===== config.mk =====
export PLATFORM = sky130hd
export DESIGN_NAME = store_buffer
export DESIGN_NICKNAME = d
export VERILOG_FILES = /design/src/rtl/types_pkg.sv /design/src/rtl/sb_match.sv /design/src/rtl/store_buffer.sv
export SDC_FILE = /design/constraint.sdc
export NUM_CORES = 1
export LEC_CHECK = 0
export CAP_MARGIN = 10
export CORE_ASPECT_RATIO = 0.7
export CORE_MARGIN = 2
export CORE_UTILIZATION = 50
export CTS_CLUSTER_DIAMETER = 50
export CTS_CLUSTER_SIZE = 24
export DETAILED_ROUTE_END_ITERATION = 16
export PLACE_DENSITY_LB_ADDON = 0.25
export SYNTH_ARGS = -nofsm -noshare
export SYNTH_HDL_FRONTEND = slang
export SYNTH_SLANG_ARGS = --single-unit

===== constraint.sdc =====
create_clock -name clk -period 5.6 [get_ports clk]
set_clock_uncertainty 0.05 [all_clocks]
set_input_delay 1.12 -clock clk [delete_from_list [all_inputs] [get_ports clk]]
set_output_delay 1.12 -clock clk [all_outputs]
set_load 0.005 [all_outputs]

===== src/rtl/types_pkg.sv =====
// types_pkg: shared bus and access-size types plus the store-buffer entry layout.
package types_pkg;
    typedef logic [31:0] DATA_BUS;
    typedef enum logic [1:0] {Byte = 2'd0, Half = 2'd1, Word = 2'd2} byte_format;
    typedef struct packed {
        DATA_BUS    addr;
        DATA_BUS    data;
        byte_format fmt;
    } sb_entry_t;
    localparam int SB_DEPTH_DEFAULT = 4;
endpackage


===== src/rtl/sb_match.sv =====
// sb_match: combinational word-address search over the occupied FIFO slots, reporting the newest hit.
module sb_match import types_pkg::*; #(
    parameter int DEPTH = SB_DEPTH_DEFAULT,
    localparam int PW = $clog2(DEPTH),
    localparam int CW = PW + 1
) (
    input  logic [29:0]   wordAddr [DEPTH],
    input  byte_format    fmts [DEPTH],
    input  logic [PW-1:0] head,
    input  logic [CW-1:0] count,
    input  logic [29:0]   ldWord,
    output logic          hit,
    output logic [PW-1:0] hitIdx,
    output byte_format    hitFmt
);
    logic [PW-1:0] idx;
    always_comb begin
        hit = 1'b0;
        hitIdx = '0;
        hitFmt = Word;
        idx = '0;
        // oldest to newest, so the last hit seen is the newest store
        for (int k = 0; k < DEPTH; k++) begin
            idx = head + PW'(k);
            if (CW'(k) < count && wordAddr[idx] == ldWord) begin
                hit = 1'b1;
                hitIdx = idx;
                hitFmt = fmts[idx];
            end
        end
    end
endmodule


===== src/rtl/store_buffer.sv =====
// store_buffer: FIFO of pending stores that drains into the data-memory port whenever no load owns it.
// Define STORE_BUFFER_FWD_EN to forward a buffered Word store to a matching Word load instead of stalling.
module store_buffer import types_pkg::*; #(
    parameter int DEPTH = SB_DEPTH_DEFAULT,
    localparam int PW = $clog2(DEPTH),
    localparam int CW = PW + 1
) (
    input  logic       clk,
    input  logic       rst_n,
    input  logic       st_valid,
    output logic       st_ready,
    input  DATA_BUS    st_addr,
    input  DATA_BUS    st_data,
    input  byte_format st_fmt,
    input  logic       ld_valid,
    input  DATA_BUS    ld_addr,
    input  byte_format ld_fmt,
    output logic       ld_stall,
    output logic       ld_fwd,
    output DATA_BUS    ld_fwd_data,
    output logic       mem_WE,
    output DATA_BUS    mem_A,
    output DATA_BUS    mem_WD,
    output byte_format mem_ByteSelect,
    output logic       empty
);
`ifdef STORE_BUFFER_FWD_EN
    localparam bit FwdEn = 1'b1;
`else
    localparam bit FwdEn = 1'b0;
`endif
    sb_entry_t     entries [DEPTH];
    logic [29:0]   wordAddr [DEPTH];
    byte_format    fmts [DEPTH];
    logic [PW-1:0] head, tail, hitIdx;
    logic [CW-1:0] count;
    logic          hit, push, pop;
    byte_format    hitFmt;

    for (genvar i = 0; i < DEPTH; i++) begin : g_view
        assign wordAddr[i] = entries[i].addr[31:2];
        assign fmts[i] = entries[i].fmt;
    end

    sb_match #(.DEPTH(DEPTH)) u_match (
        .wordAddr(wordAddr),
        .fmts(fmts),
        .head(head),
        .count(count),
        .ldWord(ld_addr[31:2]),
        .hit(hit),
        .hitIdx(hitIdx),
        .hitFmt(hitFmt)
    );

    always_comb begin
        st_ready = count < CW'(DEPTH);
        empty = count == '0;
        push = st_valid && st_ready;
        ld_fwd = FwdEn && ld_valid && hit && ld_fmt == Word && hitFmt == Word;
        ld_fwd_data = ld_fwd ? entries[hitIdx].data : '0;
        ld_stall = ld_valid && hit && !ld_fwd;
        // a stalled load yields the port so the blocking store can drain
        pop = rst_n && count != '0 && (!ld_valid || ld_stall);
        mem_WE = pop;
        mem_A = pop ? entries[head].addr : ld_valid ? ld_addr : '0;
        mem_WD = pop ? entries[head].data : '0;
        mem_ByteSelect = pop ? entries[head].fmt : ld_valid ? ld_fmt : Word;
    end

    always_ff @(posedge clk) begin
        if (!rst_n) begin
            head <= '0;
            tail <= '0;
            count <= '0;
        end else begin
            if (push) begin
                entries[tail] <= '{addr: st_addr, data: st_data, fmt: st_fmt};
                tail <= tail + 1'b1;
            end
            if (pop) head <= head + 1'b1;
            count <= count + CW'(push) - CW'(pop);
        end
    end
endmodule


==> results_dict.tcl <==
set metrics [dict create \
    status "finished clean" \
    placed_cell_area_mm2 0.0181 \
    drive_above_1_share_pct 23.6 \
    crit_top_cell "clkdlybuf4s50_1" \
    syn_inst 1078 \
    p_per_area_mw_per_mm2 392 \
    gp_congestion 0.970 \
    synthMuxAreaShare_pct 22.2 \
    ys_ff_latch 273 \
    htree_num_levels 1 \
    slew_viol_final 0 \
    ys_warn_count 0 \
    design_area_mm2 0.0192 \
    grt_first_pass_wirelength_mm 63.6 \
    min_period_over_period_pct 99.2 \
    die_area_mm2 0.0329 \
    critical_path.max_stage_delay_ns 0.63 \
    peakVddDrop_mv 0.253 \
    clkTransAtPathRegs_ns 0.09 \
    port_buffers 173 \
    rsz0062_at_grt "true" \
    cts-root-buf "clkbuf_16" \
    yosysTopAreaCell "edfxtp_1" \
    start_kind "primary input" \
    hold_end "count[0]" \
    max_freq_mhz 180 \
    period_minus_slack_ns 5.56 \
    io_pins 207 \
    r2r-start "head[0]" \
    cp_cell_sequence "clkdlybuf4s50_1 > inv_1 > o21ai_0 > a21oi_1 > a31oi_1 > or4_1 > and3b_2 > o41ai_4 > buf_12 > and2b_1 > clkdlybuf4s50_1" \
    r2r-end "count[2]" \
    min_path_type "register to register" \
    worst_pin_slew_ns 1.09 \
    arrival_ns 4.39 \
    cts_buffers 23 \
    cap_viol_max_count 0 \
    drc 0 \
    cts.sinks 273 \
    ys_top_cells_by_count "edfxtp_1, mux2i_1, mux4_2, xnor2_1, inv_1" \
    setup-violations-final 0 \
    yosys.area_share.simple_pct 5.87 \
    crit_type "primary input to output port" \
    drt.antenna.violating_nets 0 \
    wire_per_inst_um 25.0 \
    synth_cell_types 70 \
    hold-path-cell-count 2 \
    num-nets-final 1400 \
    synth-xor-area-share_pct 5.97 \
    via_per_inst 5.96 \
    antenna_found_initial 3 \
    syn2layout_area_growth_pct 22.3 \
    async_flop_share_pct 0 \
    overflow 0 \
    grt_max_degree 67 \
    worstPathRequired_ns 4.43 \
    reg2reg_depth 19 \
    netlist_top_cells_area "edfxtp_1, mux4_2, mux2i_1" \
    path_delay_family "buffers and inverters" \
    synth-seq-area-share_pct 51.6 \
    wl_mm 43.2 \
    synth.avg_cell_area_um2 14.6 \
    finalHoldViolations 0 \
    synth_top_flop_cell "edfxtp_1" \
    worst_path_max_delay_cell "clkdlybuf4s50_1" \
    relSlewSlack_pct 27.1 \
    synth_compound_area_share_pct 7.01 \
    num_rows 54 \
    synth_edf_count 264 \
    grt_use_total_pct 25.8 \
    critPathMaxFanout 32 \
    synth_top_area_share_pct 50.5 \
    cts_max_path_buffers 3 \
    crit_buf_inv 4 \
    synth_top_family_by_area "multiplexers" \
    hold_slack_ns 0.584 \
    ff2ff_setup_slack_ns 1.11 \
    initial_core_util_pct 50.6 \
    cts_tree "built" \
    drtIter0Drc 981 \
    fillers 2358 \
    die_h_um 152 \
    num_vias 10287 \
    synth_area_mm2 0.0157 \
    clock_latency_ns 0.55 \
    hold_path_startpoint "count[0]" \
    die_w_um 216 \
    worst_setup_path_end_kind "output port" \
    dpl.hpwl_mm 30.6 \
    first_pass_iters 5 \
    synth-adder-area-share_pct 0.765 \
    tns_ns 0 \
    yosysMostFrequentCell "edfxtp_1" \
    coreArea_mm2 0.0310 \
    power_leakage_nw 6.46 \
    grt_pass1_vias 10131 \
]
[state kept, by name, indices dropped and copies added, names as in the netlist, named ones only]
name and cells:
tail 2, head 2, entries 264, count 3
[per-layer routing]
layer / track usage (%) / share of wire, % / up-vias
met1: 38.7 / 45 / 5237
met3: 5.71 / 8.7 / 57
li1: - / - / 4554
met2: 39.0 / 45 / 437
met4: 5.35 / 1.9 / 2
met5: 0 / 0.025 / -
[logic make-up after synthesis]
family	Yosys count
multiplexers	215
AND/OR/NAND/NOR	170
adder cells (fa/ha/maj)	9
XOR/XNOR	107
buffers and inverters	175
AO/OA/AOI/OAI	128
flip-flops	273
other	1
[report_power, final]
part / internal [mW] / switching (mW)
Combinational: 1.68 / 1.53
Sequential: 2.38 / 0.194
Clock: 0.848 / 0.890
[placed cells by master (no fill, tap or decap), types with 9 or more instances in the layout]
master	count
a21oi_1	9
buf_12	14
buf_4	84
clkbuf_16	25
clkdlybuf4s50_1	169
conb_1	33
edfxtp_1	264
inv_1	52
mux2i_1	99
mux4_2	102
nand2_1	47
nand3_1	14
nand4_1	10
nor2_1	21
nor2b_1	32
nor3_1	9
o21ai_0	14
o22ai_1	9
o22ai_2	27
xnor2_1	80
xor2_1	25
[through the flow]
stage / setup WS (ns) / cells / util, % / total power [mW]
after floorplan: 1.08 / 1110 / - / 4.72
after global placement: -0.171 / 1672 / 58.5 / 5.69
after detailed placement: -0.116 / 1672 / 58.5 / 5.70
after CTS: 0.0107 / 1720 / 61.4 / 7.49
after global routing: -0.0574 / 1724 / 61.9 / 7.84
final: 0.0444 / 1725 / 61.9 / 7.52
[worst reg2reg max path, cell delays in order (launching register included)]
cell and delay (ns):
dfxtp_4 0.42, buf_12 0.19, buf_4 0.28, mux2i_1 0.38, mux2_2 0.22, a22oi_1 0.07
nand4_1 0.20, nor4_1 0.10, buf_4 0.15, a22o_4 0.26, o41ai_4 0.48, buf_12 0.27
inv_1 0.12, ha_1 0.28, inv_1 0.06, ha_1 0.12, inv_1 0.05, fa_1 0.40
xor2_1 0.17, and2_1 0.15
[layout make-up]
| type | count | area, um2 | area share [%] |
|---|---|---|---|
| multi-input cells | 662 | 6810 | 35.4 |
| inverters | 52 | 195 | 1.02 |
| clock buffers | 25 | 583 | 3.04 |
| repair buffers | 275 | 2730 | 14.2 |
| well taps | 420 | 526 | 2.74 |
| flip-flops and latches | 273 | 8120 | 42.3 |
| clock inverters | 17 | 244 | 1.27 |
| diodes | 1 | 2.50 | 0.0130 |
[timing repair]
action | in CTS | in global routing
hold buffers | 0 | 0
resized for setup | 2 | 22
setup buffers | 6 | 2
cloned | 0 | 2
setup endpoints to repair | 67 | 67
hold endpoints to repair | 0 | 0
pin swaps | 0 | 4
[how the worst max path moves through the flow]
stage                startpoint   endpoint  slack (ns)  cells after the start
floorplan           ld_addr[24]   count[2]        1.08                     18
global placement    ld_addr[24]   mem_A[9]       -0.17                     11
detailed placement  ld_addr[24]  mem_WD[4]       -0.12                     11
CTS                  ld_addr[6]   mem_A[9]        0.01                     11
global route            head[0]  mem_WD[4]       -0.06                     12
finish              ld_addr[29]  mem_WD[4]        0.04                     11
No activity file was read; power rests on OpenSTA's default activity.
